--- config.mk ---
export PLATFORM = sky130hd
export DESIGN_NAME = ub_result_packer
export DESIGN_NICKNAME = d
export VERILOG_FILES = /design/src/rtl/tpu_out_pkg.sv /design/src/rtl/sync_fifo_fwft.sv /design/src/rtl/ub_result_packer.sv
export SDC_FILE = /design/constraint.sdc
export NUM_CORES = 1
export LEC_CHECK = 0
export BUFFER_PORTS_ARGS = -buffer_cell sky130_fd_sc_hd__buf_2
export CAP_MARGIN = 20
export CORE_UTILIZATION = 36
export DETAILED_ROUTE_END_ITERATION = 6
export PLACE_DENSITY = 0.55
export SKIP_LAST_GASP = 1
export SLEW_MARGIN = 20
export SYNTH_ARGS = -nofsm -noshare
export SYNTH_HDL_FRONTEND = slang
export SYNTH_SLANG_ARGS = --single-unit
--- constraint.sdc ---
create_clock -name clk -period 6.2 [get_ports clk]
set_input_delay 1.24 -clock clk [delete_from_list [all_inputs] [get_ports clk]]
set_output_delay 1.24 -clock clk [all_outputs]
set_load 0.01 [all_outputs]
--- src/rtl/tpu_out_pkg.sv ---
// ============================================================================
// Module : tpu_out_pkg
// Brief  : Shared types for unified-buffer writers (state enum, write entry).
// Rev    : 1.0 - initial release
// ============================================================================
`default_nettype none

package tpu_out_pkg;

  localparam int UB_BPW    = 4;
  localparam int UB_ADDR_W = 16;

  typedef enum logic [1:0] {
    IDLE  = 2'd0,
    PACK  = 2'd1,
    DRAIN = 2'd2,
    DONE  = 2'd3
  } packer_state_t;

  typedef struct packed {
    logic [UB_ADDR_W-1:0] addr;
    logic [8*UB_BPW-1:0]  data;
    logic [UB_BPW-1:0]    strb;
  } ub_wr_t;

endpackage

`default_nettype wire

--- src/rtl/sync_fifo_fwft.sv ---
// ============================================================================
// Module : sync_fifo_fwft
// Brief  : First-word-fall-through synchronous FIFO; head is visible on data_o.
// Rev    : 1.0 - initial release
// ============================================================================
`default_nettype none

module sync_fifo_fwft
  import tpu_out_pkg::*;
#(
  parameter type T     = ub_wr_t,
  parameter int  DEPTH = 4
) (
  input  logic clk,
  input  logic rst,
  input  logic push_i,
  input  T     data_i,
  input  logic pop_i,
  output T     data_o,
  output logic full_o,
  output logic empty_o
);

  localparam int AW = $clog2(DEPTH);

  T           mem_q [DEPTH];
  logic [AW:0] wr_ptr_q;
  logic [AW:0] rd_ptr_q;
  logic        do_push;
  logic        do_pop;

  // Extra pointer MSB distinguishes full from empty when indices match.
  always_comb begin
    empty_o = (wr_ptr_q == rd_ptr_q);
    full_o  = (wr_ptr_q[AW] != rd_ptr_q[AW]) &&
              (wr_ptr_q[AW-1:0] == rd_ptr_q[AW-1:0]);
    do_pop  = pop_i && !empty_o;
    do_push = push_i && (!full_o || do_pop);
    data_o  = mem_q[rd_ptr_q[AW-1:0]];
  end

  always_ff @(posedge clk) begin
    if (rst) begin
      wr_ptr_q <= '0;
      rd_ptr_q <= '0;
    end else begin
      if (do_push) wr_ptr_q <= wr_ptr_q + 1'b1;
      if (do_pop)  rd_ptr_q <= rd_ptr_q + 1'b1;
    end
  end

  always_ff @(posedge clk) begin
    if (do_push) mem_q[wr_ptr_q[AW-1:0]] <= data_i;
  end

endmodule

`default_nettype wire

--- src/rtl/ub_result_packer.sv ---
// ============================================================================
// Module : ub_result_packer
// Brief  : Packs an int8 result stream into UB words and writes them in order.
// Rev    : 1.0 - initial release
// ============================================================================
`default_nettype none

module ub_result_packer
  import tpu_out_pkg::*;
#(
  parameter int BYTES_PER_WORD = UB_BPW,
  parameter int ADDR_W         = UB_ADDR_W,
  parameter int LEN_W          = 16,
  parameter int FIFO_DEPTH     = 4
) (
  input  logic                        clk,
  input  logic                        rst,
  input  logic                        start,
  input  logic [ADDR_W-1:0]           base_addr,
  input  logic [LEN_W-1:0]            num_bytes,
  input  logic                        valid_in,
  input  logic [7:0]                  data_in,
  output logic                        ub_wr_valid,
  input  logic                        ub_wr_ready,
  output logic [ADDR_W-1:0]           ub_wr_addr,
  output logic [8*BYTES_PER_WORD-1:0] ub_wr_data,
  output logic [BYTES_PER_WORD-1:0]   ub_wr_strb,
  output logic                        busy,
  output logic                        done,
  output logic                        overflow_err,
  output logic                        drop_err
);

  localparam int DATA_W = 8 * BYTES_PER_WORD;
  localparam int LANE_W = (BYTES_PER_WORD > 1) ? $clog2(BYTES_PER_WORD) : 1;

  typedef struct packed {
    logic [ADDR_W-1:0]         addr;
    logic [DATA_W-1:0]         data;
    logic [BYTES_PER_WORD-1:0] strb;
  } wr_entry_t;

  packer_state_t             state_q;
  logic [ADDR_W-1:0]         base_q;
  logic [ADDR_W-1:0]         word_idx_q;
  logic [LEN_W-1:0]          len_q;
  logic [LEN_W-1:0]          byte_cnt_q;
  logic [DATA_W-1:0]         asm_data_q;
  logic [DATA_W-1:0]         asm_data_d;
  logic [BYTES_PER_WORD-1:0] asm_strb_q;
  logic [BYTES_PER_WORD-1:0] asm_strb_d;
  logic                      busy_q;
  logic                      done_q;
  logic                      overflow_q;
  logic                      drop_q;

  logic [LANE_W-1:0] lane;
  logic              last_lane;
  logic              final_byte;
  logic              push;
  logic              pop;
  logic              fifo_full;
  logic              fifo_empty;
  wr_entry_t         push_entry;
  wr_entry_t         head;

  always_comb begin
    lane       = byte_cnt_q[LANE_W-1:0];
    last_lane  = (lane == LANE_W'(BYTES_PER_WORD - 1));
    final_byte = (byte_cnt_q == len_q - LEN_W'(1));
    asm_data_d = asm_data_q;
    asm_strb_d = asm_strb_q;
    asm_data_d[{lane, 3'b000} +: 8] = data_in;
    asm_strb_d[lane]                = 1'b1;
    push       = (state_q == PACK) && valid_in && (last_lane || final_byte);
    push_entry.addr = base_q + word_idx_q;
    push_entry.data = asm_data_d;
    push_entry.strb = asm_strb_d;
  end

  sync_fifo_fwft #(
    .T     (wr_entry_t),
    .DEPTH (FIFO_DEPTH)
  ) u_fifo (
    .clk     (clk),
    .rst     (rst),
    .push_i  (push),
    .data_i  (push_entry),
    .pop_i   (pop),
    .data_o  (head),
    .full_o  (fifo_full),
    .empty_o (fifo_empty)
  );

  // Head fields are masked so the write port reads all-zero whenever idle.
  assign ub_wr_valid  = !fifo_empty;
  assign pop          = ub_wr_valid && ub_wr_ready;
  assign ub_wr_addr   = ub_wr_valid ? head.addr : '0;
  assign ub_wr_data   = ub_wr_valid ? head.data : '0;
  assign ub_wr_strb   = ub_wr_valid ? head.strb : '0;
  assign busy         = busy_q;
  assign done         = done_q;
  assign overflow_err = overflow_q;
  assign drop_err     = drop_q;

  always_ff @(posedge clk) begin
    if (rst) begin
      state_q    <= IDLE;
      base_q     <= '0;
      word_idx_q <= '0;
      len_q      <= '0;
      byte_cnt_q <= '0;
      asm_data_q <= '0;
      asm_strb_q <= '0;
      busy_q     <= 1'b0;
      done_q     <= 1'b0;
      overflow_q <= 1'b0;
      drop_q     <= 1'b0;
    end else begin
      done_q <= 1'b0;
      unique case (state_q)
        IDLE: begin
          if (start) begin
            base_q     <= base_addr;
            len_q      <= num_bytes;
            byte_cnt_q <= '0;
            word_idx_q <= '0;
            asm_data_q <= '0;
            asm_strb_q <= '0;
            overflow_q <= 1'b0;
            // A byte arriving alongside start cannot be captured.
            drop_q     <= valid_in;
            if (num_bytes == '0) begin
              state_q <= DONE;
              busy_q  <= 1'b0;
            end else begin
              state_q <= PACK;
              busy_q  <= 1'b1;
            end
          end else if (valid_in) begin
            drop_q <= 1'b1;
          end
        end
        PACK: begin
          if (valid_in) begin
            byte_cnt_q <= byte_cnt_q + 1'b1;
            if (last_lane || final_byte) begin
              word_idx_q <= word_idx_q + 1'b1;
              asm_data_q <= '0;
              asm_strb_q <= '0;
            end else begin
              asm_data_q <= asm_data_d;
              asm_strb_q <= asm_strb_d;
            end
            if (final_byte) state_q <= DRAIN;
          end
        end
        DRAIN: begin
          if (valid_in) drop_q <= 1'b1;
          if (fifo_empty) begin
            state_q <= DONE;
            busy_q  <= 1'b0;
          end
        end
        DONE: begin
          if (valid_in) drop_q <= 1'b1;
          done_q  <= 1'b1;
          state_q <= IDLE;
        end
        default: state_q <= IDLE;
      endcase
      if (push && fifo_full && !pop) overflow_q <= 1'b1;
    end
  end

endmodule

`default_nettype wire
==> impl_metrics.csv <==
group,metric,value,unit
clocking,post_cts_resize_count,0,
clocking,post_cts_hold_buffer_count,0,
setup_path,reg2reg_depth,12,
global_routing,antenna_found_initial,0,
clocking,cts_inserted_buffers,36,
die,die_area,0.0411,sq mm
timing,timing.final.crit_share,69.4,%
clocking,largest_buffer_count_on_any_clock_path,3,
placement,port-buffer-count,101,
timing,period_minus_slack,4300,ps
timing,timing.final.hold_violations,0,
setup_path,crit_path_end_kind,"flop",
die,io-pin-count,102,
clocking,cts_sinks,322,
placement,place.gp.congestion,0.818,
power_and_ir_drop,power.ir.vdd_worst,0.212,mV
layout,synthToLayoutAreaGrowth,15.3,%
placement,hpwl_dp,20.7,mm
timing,maxSlewHeadroom,25.9,%
logic_synthesis,synth_area_per_cell,12.1,sq um
global_routing,grt_first_pass_wirelength,51.1,mm
die,floorplan.die.width,203,microns
worst_hold_path,hold_path_class,"flop to flop",
logic_synthesis,synthXorXnorAreaFrac,2.96,%
logic_synthesis,synth_warnings,0,
flow_run,drv.max_cap_violation_count,0,
logic_synthesis,synth.lib_cells_used.distinct,61,
clocking,cts_tree,"done",
logic_synthesis,ys_seq_area_share,58.8,%
logic_synthesis,yosys_most_used_dff,"sky130_fd_sc_hd__edfxtp_1",
logic_synthesis,ys_ff_latch,322,
setup_path,crit_required,6400,ps
global_routing,globalRouteTotalUtil,15.9,%
logic_synthesis,synth-compound-area-share,7.46,%
setup_path,crit_fanout,36,
die,dieHeight,203,microns
logic_synthesis,synthSimpleGateAreaFrac,15.8,%
route,route.detailed.vias_per_inst,5.04,
logic_synthesis,postSynth.asyncResetShare,0,%
route,postRouteWirelength,32.3,mm
global_routing,pin_count_of_the_biggest_net_entering_global_routing,67,
timing,finalMaxSlewViolations,0,
route,vias,9283,
logic_synthesis,synth-adder-area-share,3.25,%
clocking,htreeDepth,2,
die,design.core.area,0.0397,sq mm
global_routing,grt_pass1_vias,9205,
clocking,worst_skew_pair.late_latency,520,ps
run_status,outcome,"finished clean",
setup_path,cp-start-kind,"flop",
power_and_ir_drop,power-per-cell-area,320,mW/mm^2
logic_synthesis,synthesis.instances,1195,
setup_path,setup.worst_path.class,"flop to flop",
logic_synthesis,synthesis.nets,1277,
timing,timing.final.setup_violations,0,
route,drtPass1Iterations,5,
die,floorplan.rows,73,
timing,tns,0,ps
layout,drive_gt1_share,20.9,%
route,drt_iter0_drc,479,
timing,rsz0062_at_grt,"no",
setup_path,worst-endpoint-arrival,4500,ps
timing,fmax_achieved,232,MHz
power_and_ir_drop,report.power.total,5.35,mW
clocking,worst_setup_hold_path_clk_slew,60,ps
logic_synthesis,dominant_combinational_cell_family_by_area_after_synthesis,"simple AND/OR/NAND/NOR gates",
route,route.detailed.drc,0,
global_routing,global_route.overflow_total,0,
route,detail-route-antenna-nets,0,
power_and_ir_drop,leakage,5.79,nW
logic_synthesis,synthesis.area,0.0145,sq mm
layout,insertedDiodeCount,0,
timing,worst_pin_slew,1100,ps
timing,fin_worst_skew,20.0,ps
clocking,cts_setup_buffers,0,
die,floorplan.initialDensity,36.5,%
layout,nets,1374,
logic_synthesis,synth_edf_count,208,
logic_synthesis,synth.mux.area_fraction,8.72,%
clocking,library_cell_used_as_clock_root_buffer,"sky130_fd_sc_hd__clkbuf_16",
worst_hold_path,hold_depth,2,
route,drt-wirelength-per-cell,17.5,microns
## routing by layer
| metal | up-vias | GRT usage (%) | part of all wire [%] |
|---|---|---|---|
| li1 | 4542 | - | - |
| met2 | 171 | 26.4 | 48 |
| met5 | - | 0 | 0 |
| met4 | 0 | 3.87 | 1.6 |
| met3 | 46 | 2.36 | 3.7 |
| met1 | 4524 | 21.7 | 47 |
## registers in the layout, indices dropped and copies added, names as in the netlist, 4 cells and up, named ones only
register      flops
byte_cnt_q       16
asm_data_q       32
word_idx_q       16
u_fifo.mem_q    208
len_q            16
base_q           16
asm_strb_q        4
## through the flow
step           util, %  setup WS (ps)  hold slack (ps)  area, sq um  std cells
6_report          42.0           1900              450        16700       1843
2_1_floorplan        -           2210              432        14500       1195
4_1_cts           42.0           1850              451        16700       1843
5_1_grt           42.0           1540              466        16700       1843
3_3_place_gp      39.2           1930              437        15600       1779
3_5_place_dp      39.2           1850              443        15600       1779
## area by class of cell
cell class,instances,area (sq um)
Inverter,52,195
Sequential cell,322,8530
Multi-Input combinational cell,763,5550
Clock buffer,44,971
Timing Repair Buffer,117,638
Tap cell,525,657
Fill cell,3770,23000
Clock inverter,20,158
## cell usage after synthesis, types with 17 or more instances
cell                       count  area [sq um]
sky130_fd_sc_hd__a21oi_1      99           495
sky130_fd_sc_hd__and2_1       61           382
sky130_fd_sc_hd__clkbuf_1     47           176
sky130_fd_sc_hd__dfxtp_1     114          2280
sky130_fd_sc_hd__edfxtp_1    208          6250
sky130_fd_sc_hd__ha_1         36           450
sky130_fd_sc_hd__inv_1        52           195
sky130_fd_sc_hd__mux4_2       52          1170
sky130_fd_sc_hd__nand2_1     168           631
sky130_fd_sc_hd__nand4_1      17           106
sky130_fd_sc_hd__nor2_1       39           146
sky130_fd_sc_hd__nor3_1       18          90.1
sky130_fd_sc_hd__o21ai_0      49           245
sky130_fd_sc_hd__or3b_2       32           280
sky130_fd_sc_hd__xnor2_1      30           263
sky130_fd_sc_hd__xor2_1       19           166
## critical path: stages (launching register included)
cell                        delay, ps
sky130_fd_sc_hd__dfxtp_1          360
sky130_fd_sc_hd__inv_1             70
sky130_fd_sc_hd__ha_1             200
sky130_fd_sc_hd__nor2b_1          310
sky130_fd_sc_hd__nand3_1          170
sky130_fd_sc_hd__nor4b_1          340
sky130_fd_sc_hd__a21oi_1          130
sky130_fd_sc_hd__a2111oi_4        460
sky130_fd_sc_hd__a21o_1           180
sky130_fd_sc_hd__buf_4            330
sky130_fd_sc_hd__nor3b_4          340
sky130_fd_sc_hd__and2_2           720
sky130_fd_sc_hd__buf_4            380
## where the power goes
group / switching [mW] / total (mW) / internal, mW
Clock: 0.837 / 2.03 / 1.20
Sequential: 0.0633 / 2.44 / 2.37
Combinational: 0.601 / 0.880 / 0.280
Total: 1.50 / 5.35 / 3.85
## path summary, 6_finish.rpt
path,end,start,slack (ps)
worst max-delay path,u_fifo.mem_q[2][21],len_q[0],1900
worst min-delay path,asm_data_q[24],asm_data_q[24],450
worst min register to register,asm_data_q[24],asm_data_q[24],450
worst max register to register,u_fifo.mem_q[2][21],len_q[0],1900
## cells in the final DEF (no fill, tap or decap), types with 10 or more instances in the layout
cell type,netlist,layout
sky130_fd_sc_hd__edfxtp_1,208,208
sky130_fd_sc_hd__nand2_1,168,168
sky130_fd_sc_hd__dfxtp_1,114,112
sky130_fd_sc_hd__buf_2,1,101
sky130_fd_sc_hd__a21oi_1,99,99
sky130_fd_sc_hd__and2_1,61,58
sky130_fd_sc_hd__mux4_2,52,52
sky130_fd_sc_hd__inv_1,52,51
sky130_fd_sc_hd__o21ai_0,49,49
sky130_fd_sc_hd__nor2_1,39,39
sky130_fd_sc_hd__ha_1,36,36
sky130_fd_sc_hd__clkbuf_16,0,36
sky130_fd_sc_hd__or3b_2,32,32
sky130_fd_sc_hd__xnor2_1,30,30
sky130_fd_sc_hd__xor2_1,19,19
sky130_fd_sc_hd__nor3_1,18,18
sky130_fd_sc_hd__nand4_1,17,17
sky130_fd_sc_hd__nand3_1,16,15
sky130_fd_sc_hd__buf_4,0,15
sky130_fd_sc_hd__nand2b_1,13,13
sky130_fd_sc_hd__or3_1,11,11
sky130_fd_sc_hd__nor2b_1,10,10
## cells by family after synthesis
logic type      count (synthesis)
simple gates                  429
flops                         322
compound gates                187
buf+inv                       110
mux                            61
xor+xnor                       49
fa+ha+maj                      37
(Power assumes the default switching activity.)
